$ cat src/rtl/mem_arbiter.sv
// Two-master arbiter that shares one single-port synchronous SRAM between fetch and data.
// Build with ARB_ROUND_ROBIN_EN defined for round-robin ties; by default data wins with a fetch starvation guard.
`timescale 1ns/1ps
module mem_arbiter #(
    parameter int unsigned STARVE_MAX = 4
) (
    input  logic        clk,
    input  logic        resetn,

    input  logic        if_req,
    input  logic [31:0] if_addr,
    output logic        if_gnt,
    output logic        if_rvalid,
    output logic [31:0] if_rdata,

    input  logic        dm_req,
    input  logic [3:0]  dm_wen,
    input  logic [31:0] dm_addr,
    input  logic [31:0] dm_wdata,
    output logic        dm_gnt,
    output logic        dm_rvalid,
    output logic [31:0] dm_rdata,

    output logic        ram_en,
    output logic [3:0]  ram_wen,
    output logic [31:0] ram_addr,
    output logic [31:0] ram_wdata,
    input  logic [31:0] ram_rdata
);

    typedef enum logic [1:0] {
        IDLE   = 2'd0,
        RET_IF = 2'd1,
        RET_DM = 2'd2
    } ret_state_t;

    ret_state_t state_reg;
    ret_state_t state_next;

    logic fetch_wins;
    logic if_gnt_int;
    logic dm_gnt_int;
    logic dm_read;

`ifdef ARB_ROUND_ROBIN_EN
    // Remembers whether fetch took the most recent grant; a tie goes to the other side.
    logic last_fetch_reg;

    always_ff @(posedge clk or negedge resetn) begin
        if (!resetn) begin
            last_fetch_reg <= 1'b0;
        end else if (if_gnt_int) begin
            last_fetch_reg <= 1'b1;
        end else if (dm_gnt_int) begin
            last_fetch_reg <= 1'b0;
        end
    end

    assign fetch_wins = !last_fetch_reg;
`else
    localparam logic [3:0] STARVE_LIMIT = 4'(STARVE_MAX);

    logic [3:0] starve_cnt_reg;

    // Counts consecutive fetch losses; once it reaches the limit fetch wins the next tie.
    always_ff @(posedge clk or negedge resetn) begin
        if (!resetn) begin
            starve_cnt_reg <= 4'd0;
        end else if (if_gnt_int) begin
            starve_cnt_reg <= 4'd0;
        end else if (if_req && (starve_cnt_reg < STARVE_LIMIT)) begin
            starve_cnt_reg <= starve_cnt_reg + 4'd1;
        end
    end

    assign fetch_wins = (starve_cnt_reg == STARVE_LIMIT);
`endif

    // Grants are combinational and suppressed while reset is held.
    always_comb begin
        if_gnt_int = 1'b0;
        dm_gnt_int = 1'b0;
        if (resetn) begin
            if (if_req && dm_req) begin
                if_gnt_int = fetch_wins;
                dm_gnt_int = !fetch_wins;
            end else begin
                if_gnt_int = if_req;
                dm_gnt_int = dm_req;
            end
        end
    end

    assign if_gnt  = if_gnt_int;
    assign dm_gnt  = dm_gnt_int;
    assign dm_read = dm_gnt_int && (dm_wen == 4'b0000);

    always_comb begin
        ram_en    = 1'b0;
        ram_wen   = 4'b0000;
        ram_addr  = 32'd0;
        ram_wdata = 32'd0;
        if (dm_gnt_int) begin
            ram_en    = 1'b1;
            ram_wen   = dm_wen;
            ram_addr  = dm_addr;
            ram_wdata = dm_wdata;
        end else if (if_gnt_int) begin
            ram_en    = 1'b1;
            ram_addr  = if_addr;
        end
    end

    // Return-tag FSM: remembers who owns the read data arriving next cycle.
    always_ff @(posedge clk or negedge resetn) begin
        if (!resetn) begin
            state_reg <= IDLE;
        end else begin
            state_reg <= state_next;
        end
    end

    always_comb begin
        state_next = IDLE;
        if (if_gnt_int) begin
            state_next = RET_IF;
        end else if (dm_read) begin
            state_next = RET_DM;
        end
    end

    always_comb begin
        if_rvalid = 1'b0;
        dm_rvalid = 1'b0;
        case (state_reg)
            RET_IF:  if_rvalid = 1'b1;
            RET_DM:  dm_rvalid = 1'b1;
            default: ;
        endcase
    end

    assign if_rdata = ram_rdata;
    assign dm_rdata = ram_rdata;

endmodule

$ cat config.mk
export PLATFORM = sky130hd
export DESIGN_NAME = mem_arbiter
export DESIGN_NICKNAME = d
export VERILOG_FILES = /design/src/rtl/mem_arbiter.sv
export SDC_FILE = /design/constraint.sdc
export NUM_CORES = 1
export LEC_CHECK = 0
export CAP_MARGIN = 20
export CORE_AREA = 10 10 97 99
export CTS_BUF_LIST = sky130_fd_sc_hd__clkbuf_16
export CTS_CLUSTER_DIAMETER = 100
export DETAILED_ROUTE_END_ITERATION = 10
export DIE_AREA = 0 0 107 109
export MAX_ROUTING_LAYER = met4
export PLACE_DENSITY = 0.78
export SLEW_MARGIN = 20
export SYNTH_ARGS = -nofsm -noshare
export SYNTH_HDL_FRONTEND = slang
export SYNTH_SLANG_ARGS = --single-unit
$ cat constraint.sdc
create_clock -name clk -period 2.17 [get_ports clk]
set_input_delay 0.5425 -clock clk [delete_from_list [all_inputs] [get_ports clk]]
set_output_delay 0.5425 -clock clk [all_outputs]
set_load 0.02 [all_outputs]
==> impl_summary.log, run 1 <==
INFO  metric io_buffers = between 150 and 200
INFO  metric overflow = 0
INFO  metric synth_flop_cell = sky130_fd_sc_hd__dfrtp_1
INFO  metric fp.dieW = 107 um
INFO  metric detailed_place.area = 2904 um2
INFO  metric peak_ir_drop_on_the_vdd_network = about 310 uV
INFO  metric final-hold-violation-count = 0
INFO  metric worst-path-buf-inv = 5
INFO  metric timing_worst_slew_pin_value = 401.9 ps
INFO  metric fp.dieH = 109 um
INFO  metric wire_length_per_cell_after_detailed_routing = 21.98 um
INFO  metric detail_route.first_pass.iterations = 4
INFO  metric core-area = ~7500 um2
INFO  metric yosys_register_bits = 6
INFO  metric yosys.cell_count.top_type = sky130_fd_sc_hd__buf_4
INFO  metric synthDominantCellAreaShare = 34.78%
INFO  metric groute.usage.overall = roughly 14%
INFO  metric global_route_wire_length_before_repair = approximately 12 mm
INFO  metric cp_common_cell = sky130_fd_sc_hd__buf_12
INFO  metric cp_cell_sequence = inv_2 -> ha_4 -> a31oi_4 -> buf_12 -> buf_12 -> buf_6 -> a22o_4 -> buf_12
INFO  metric post_route_clock_skew = approximately 0.65 ps
INFO  metric max_freq = 0.4346 GHz
INFO  metric antenna_found_initial = 0
INFO  metric leakage_power = between 1 and 1.5 nW
INFO  metric timing.setup.critical_path_class = flip-flop to primary output
INFO  metric number_of_synthesized_flops_with_an_enable_pin = 0
INFO  metric hpwlAfterDp = 7.184 mm
INFO  metric hold_buffers = 0
INFO  metric share_comb_of_total_power = 70.4%
INFO  metric synth.largest_area_cell = sky130_fd_sc_hd__buf_4
INFO  metric setup-violations-final = 29
INFO  metric nFillCells = 745
INFO  metric power-per-cell-area = between 400 and 500 nW/um2
INFO  metric maximum_number_of_pins_on_one_net_before_global_route_repair = 21
INFO  metric cts-htree-levels = 1
INFO  metric num-nets-final = between 400 and 500
INFO  metric run_status = finished, violations left
INFO  metric cts.path.max_buffers = 2
INFO  metric floorplan_row_count = 32
INFO  metric rrSetupSlack = 750 ps
INFO  metric synth.cell_area = 1381 um2
INFO  metric crit_path_max_fanout = 3
INFO  metric ys_top_cells_by_count = sky130_fd_sc_hd__buf_4 (64), sky130_fd_sc_hd__and2_1 (37), sky130_fd_sc_hd__a22o_1 (32), sky130_fd_sc_hd__dfrtp_1 (6), sky130_fd_sc_hd__buf_2 (4)
INFO  metric share_seq_of_total_power = 10.8%
INFO  metric post-route-min-period = 2301 ps
INFO  metric route.detailed.vias_per_inst = 4.300
INFO  metric ys_types = 23
INFO  metric power.total = 1.555 mW
INFO  metric critical_path_launch_point_type = flip-flop
INFO  metric detail-route-antenna-nets = 0
INFO  metric avgSynthCellArea = 8.078 um2
INFO  metric final.setup.tns = -2368 ps
INFO  metric cts_root_buf = sky130_fd_sc_hd__clkbuf_16
INFO  metric detail_route.drc_violations = 0
INFO  metric p_sw = 0.5367 mW
INFO  metric timing.critical_path.required = 1630 ps
INFO  metric cts_tree = done
INFO  metric first_iter_violations = 22
INFO  metric worst_skew_late_latency = 230 ps
INFO  metric final.setup.worst_slack = -130.8 ps
INFO  metric final_min_period_over_clock_period = 106.0%
INFO  metric cap_viol_max_count = 0
INFO  metric endpoint_kind = primary output
INFO  metric cp_data_arrival_time = 1760 ps
INFO  metric dieArea = 11660 um2
INFO  metric timing.hold.ws = 360.4 ps
INFO  metric critical_path.max_stage_delay = ~380 ps
INFO  metric cts_buffers = 3
INFO  metric ys_async_sr_fraction = 100.0%
INFO  metric initial_utilization = 18.35%
INFO  metric cts.sink_count = 6
INFO  metric worst_hold_path_type = input pin to async pin
INFO  metric via_count = 1733
INFO  metric grt_pass1_vias = between 1500 and 2000
INFO  metric postSynthNetCount = 309
INFO  metric number_of_flip_flops_in_the_largest_register = 4
INFO  metric slowest_stage = sky130_fd_sc_hd__dfrtp_1
INFO  metric cp_delay_by_family_top = buffers and inverters
INFO  metric cts.clk_slew.worst_paths = 30 ps
INFO  metric layout.cell_area.non_filler = between 3000 and 4000 um2
INFO  metric power.clock.fraction = 18.8%
INFO  metric power_switching_share = 34.51%
INFO  metric wl = a little under 9 mm
INFO  metric ys_seq_area_share = a little over a tenth
INFO  metric antenna-diode-count = 0
INFO  metric gp_congestion = 0.8597
INFO  metric violations = setup timing
INFO  metric synthesis.instances = 171
INFO  metric max_slew_margin = 73.15%
INFO  metric yosys-top-cells-area = sky130_fd_sc_hd__buf_4 (35%), sky130_fd_sc_hd__a22o_1 (20%), sky130_fd_sc_hd__and2_1 (17%)
INFO  metric io_pins = 273
INFO  metric slew_violations = 0
INFO  metric power_report.internal_total = about 1 mW
INFO  metric yosys_warnings = 0
INFO  metric syn2layout_area_growth = 135.1%
INFO  metric preCtsSetupSlack = -821.1 ps
INFO  metric rsz_0062_raised_after_global_routing = true
INFO  metric drive_above_1_share = 39.87%
## layout by cell type, fill, tap and decap left out, drive strengths merged
master         count
nand3b             1
ha                 2
a31oi              1
a21oi              2
nor2b              4
inv                2
dfrtp              6
o21a               1
nor3b              1
nor2               3
and2              37
buf               94
xnor2              1
a22o              32
clkdlybuf4s50    103
nand2              2
clkbuf             4
nor4               1
mux2i              1
clkdlybuf4s15      3
## metal layers
layer | track usage [%] | share of wire (%) | vias to the layer above
met5 | - | 0 | -
met4 | 5.222 | 2.7 | 0
met1 | 14.23 | 36 | 757
li1 | - | - | 780
met3 | 6.667 | 13 | 27
met2 | 24.19 | 48 | 169
## power groups by stage
stage          Combinational (mW)  Clock, mW  Sequential (mW)
4_1_cts                      1.08      0.297            0.169
5_1_grt                      1.17      0.308            0.172
2_1_floorplan               0.548          0            0.168
6_report                     1.09      0.292            0.169
3_5_place_dp                0.923          0            0.163
3_3_place_gp                0.909          0            0.162
## path summary, 6_finish.rpt
check	startpoint	end	cells past startpoint
max reg2reg	starve_cnt_reg[0]	starve_cnt_reg[0]	7
min in group clk	starve_cnt_reg[0]	starve_cnt_reg[0]	3
min	resetn	starve_cnt_reg[0]	2
min reg2reg	starve_cnt_reg[0]	starve_cnt_reg[0]	3
max in group asynchronous	resetn	state_reg[0]	2
max	starve_cnt_reg[0]	ram_addr[27]	8
## cells by family after synthesis
group,synth area share (%)
DFF,10.87
xor gates and xnor gates,0.6342
adders and majority gates,1.811
and+or+nand+nor,21.92
muxes,0.7247
AOI/OAI and AO/OA,23.91
buffers and inverters,40.13
## final cells by class
cell class | count | area, um2 | share of cell area, %
timing repair buffer | 201 | 2116 | 65.16
inverter | 2 | 7.507 | 0.2312
clock buffer | 3 | 75.07 | 2.312
tap | 102 | 127.6 | 3.931
multi-input combinational | 89 | 770.7 | 23.74
sequential | 6 | 150.1 | 4.624
## timing repair
item,CTS,global route
buffers inserted,8,1
hold endpoints to repair,0,0
gates resized for setup,338,38
endpoints found under the setup margin,71,70
pin swaps,23,10
gates cloned,5,1
## stage by stage
step / util [%] / instances
floorplan: - / 171
global placement: 38.58 / 388
detailed placement: 38.58 / 388
CTS: 42.42 / 404
global route: 43.14 / 403
finish: 43.14 / 403
(Power assumes the default switching activity.)
==> inputs of run 2 (changes only) <==
SKIP_LAST_GASP = 1   (was unset)
==> impl_summary.log, run 2 (synthesized netlist as in run 1, its figures left out) <==
INFO  metric cts_root_buf = sky130_fd_sc_hd__clkbuf_16
INFO  metric route.detailed.vias_per_inst = approximately 4.3
INFO  metric final.setup.worst_slack = -144.2 ps
INFO  metric critical_path.max_stage_delay = 370 ps
INFO  metric cp_cell_sequence = inv_2 -> ha_4 -> a31oi_4 -> buf_12 -> buf_12 -> buf_12 -> a22o_1 -> buf_6
INFO  metric io_buffers = 176
INFO  metric power-per-cell-area = 482.4 nW/um2
INFO  metric nFillCells = 744
INFO  metric fp.dieW = 107 um
INFO  metric most-common-layout-cells = sky130_fd_sc_hd__clkdlybuf4s50_1 (103), sky130_fd_sc_hd__buf_6 (38), sky130_fd_sc_hd__and2_1 (35)
INFO  metric wl = 8.918 mm
INFO  metric gp_congestion = 0.8597
INFO  metric power.clock.fraction = 18.9%
INFO  metric timing.setup.critical_path_class = flip-flop to primary output
INFO  metric final-hold-violation-count = 0
INFO  metric cts.sink_count = 6
INFO  metric dieArea = about 12000 um2
INFO  metric critical_path_launch_point_type = flip-flop
INFO  metric floorplan_row_count = 32
INFO  metric regToRegStartpoint = starve_cnt_reg[0]
INFO  metric stdcell_count = 405
INFO  metric antenna-diode-count = 0
INFO  metric power.total = 1.549 mW
INFO  metric leakage_power = between 1 and 1.5 nW
INFO  metric post_route_clock_skew = 0.7324 ps
INFO  metric power_switching_share = 34.84%
INFO  metric rsz_0062_raised_after_global_routing = true
INFO  metric via_count = 1740
INFO  metric syn2layout_area_growth = 132.5%
INFO  metric crit_path_max_fanout = 13
INFO  metric share_comb_of_total_power = 70.2%
INFO  metric layout.area.seq = 150.1 um2
INFO  metric slowest_stage = sky130_fd_sc_hd__dfrtp_1
INFO  metric detail_route.first_pass.iterations = 4
INFO  metric detail-route-antenna-nets = 0
INFO  metric cts-htree-levels = 1
INFO  metric timing.critical_path.from = starve_cnt_reg[0]
INFO  metric global_route_wire_length_before_repair = 12.30 mm
INFO  metric slew_violations = 0
INFO  metric cp_delay_by_family_top = buffers and inverters
INFO  metric fp.dieH = 109 um
INFO  metric io_pins = 273
INFO  metric cts.clk_slew.worst_paths = about 30 ps
INFO  metric layout_commonest_cell = sky130_fd_sc_hd__clkdlybuf4s50_1
INFO  metric overflow = 0
INFO  metric initial_utilization = 18.35%
INFO  metric timing_worst_slew_pin_value = 402.3 ps
INFO  metric final_min_period_over_clock_period = 106.6%
INFO  metric place.detailed.instances = 388
INFO  metric cp_common_cell = sky130_fd_sc_hd__buf_12
INFO  metric power_report.internal_total = 1.009 mW
INFO  metric share_seq_of_total_power = 10.9%
INFO  metric p_sw = around 0.54 mW
INFO  metric number_of_flip_flops_in_the_largest_register = 4
INFO  metric max_freq = 0.4321 GHz
INFO  metric groute.usage.overall = 14.40%
INFO  metric max_slew_margin = 73.12%
INFO  metric core-area = about 7500 um2
INFO  metric cp_data_arrival_time = 1770 ps
INFO  metric worst_skew_late_latency = 230 ps
INFO  metric timing.critical_path.required = 1630 ps
INFO  metric cts_tree = done
INFO  metric drive_above_1_share = 39.27%
INFO  metric violations = setup timing
INFO  metric num-nets-final = 443
INFO  metric grt_pass1_vias = 1970
INFO  metric maximum_number_of_pins_on_one_net_before_global_route_repair = 21
INFO  metric setup-violations-final = 32
INFO  metric worst-path-buf-inv = 5
INFO  metric wire_length_per_cell_after_detailed_routing = 22.02 um
INFO  metric multi_input_area = 763.2 um2
INFO  metric detail_route.drc_violations = 0
INFO  metric hpwlAfterDp = slightly above 7 mm
INFO  metric cap_viol_max_count = 0
INFO  metric cts_buffers = 3
INFO  metric first_iter_violations = 20
INFO  metric run_status = finished, violations left
INFO  metric endpoint_kind = primary output
INFO  metric timing.hold.ws = about 360 ps
INFO  metric cts.path.max_buffers = 2
INFO  metric peak_ir_drop_on_the_vdd_network = 299.9 uV
INFO  metric hold_buffers = 0
INFO  metric worst_hold_path_type = input pin to async pin
INFO  metric post-route-min-period = around 2300 ps
INFO  metric antenna_found_initial = 0
run 2: repair_timing:
item                                    4_1_cts  5_1_grt
setup buffers                                 8        3
gates cloned                                  5        1
endpoints found under the setup margin       71       70
pin swaps                                    22       11
resized for setup                           328       24
run 2: layout make-up:
class / instances / area share (%)
clock buffer: 3 / 2.337
inverter: 2 / 0.2337
multi-input combinational: 89 / 23.76
sequential: 6 / 4.675
tap: 102 / 3.973
timing repair buffer: 203 / 65.02
run 2: stage by stage:
stage / setup slack (ps) / utilization [%] / TNS [ps] / area, um2
global placement: -805.0 / 38.58 / -48700 / 2904
CTS: -133.2 / 42.17 / -3483 / 3174
global route: -199.9 / 42.67 / -5565 / 3212
floorplan: 151.3 / - / 0 / 1381
finish: -144.2 / 42.67 / -3361 / 3212
detailed placement: -821.1 / 38.58 / -50330 / 2904
run 2: layer usage:
metal | vias to the layer above | share of wire [%] | track usage, %
met5 | - | 0 | -
met4 | 0 | 2.7 | 5.416
met3 | 27 | 12 | 6.785
met2 | 167 | 48 | 24.28
met1 | 766 | 37 | 14.30
li1 | 780 | - | -
run 2: final timing paths:
check,cells after the start,endpoint,slack [ps]
min,2,starve_cnt_reg[0],360
min reg2reg,3,starve_cnt_reg[0],660
max reg2reg,8,starve_cnt_reg[0],660
min in group clk,3,starve_cnt_reg[0],660
max in group asynchronous,2,state_reg[1],1700
max,8,ram_addr[17],-140
run 2: power groups by stage:
stage                     Clock (mW)  Sequential (mW)  Combinational, mW
after floorplan                    0            0.168              0.548
after global placement             0            0.162              0.909
after detailed placement           0            0.163              0.923
after CTS                      0.297            0.169               1.07
after global routing           0.308            0.172               1.16
final                          0.292            0.169               1.09
run 2: worst reg2reg max path: stages, from the launching register on:
cell and delay, ps:
sky130_fd_sc_hd__dfrtp_1 370, sky130_fd_sc_hd__inv_2 80, sky130_fd_sc_hd__ha_4 170, sky130_fd_sc_hd__nand3b_4 90, sky130_fd_sc_hd__a21oi_4 250, sky130_fd_sc_hd__buf_12 170, sky130_fd_sc_hd__buf_4 110, sky130_fd_sc_hd__buf_6 100
sky130_fd_sc_hd__nor2_1 40
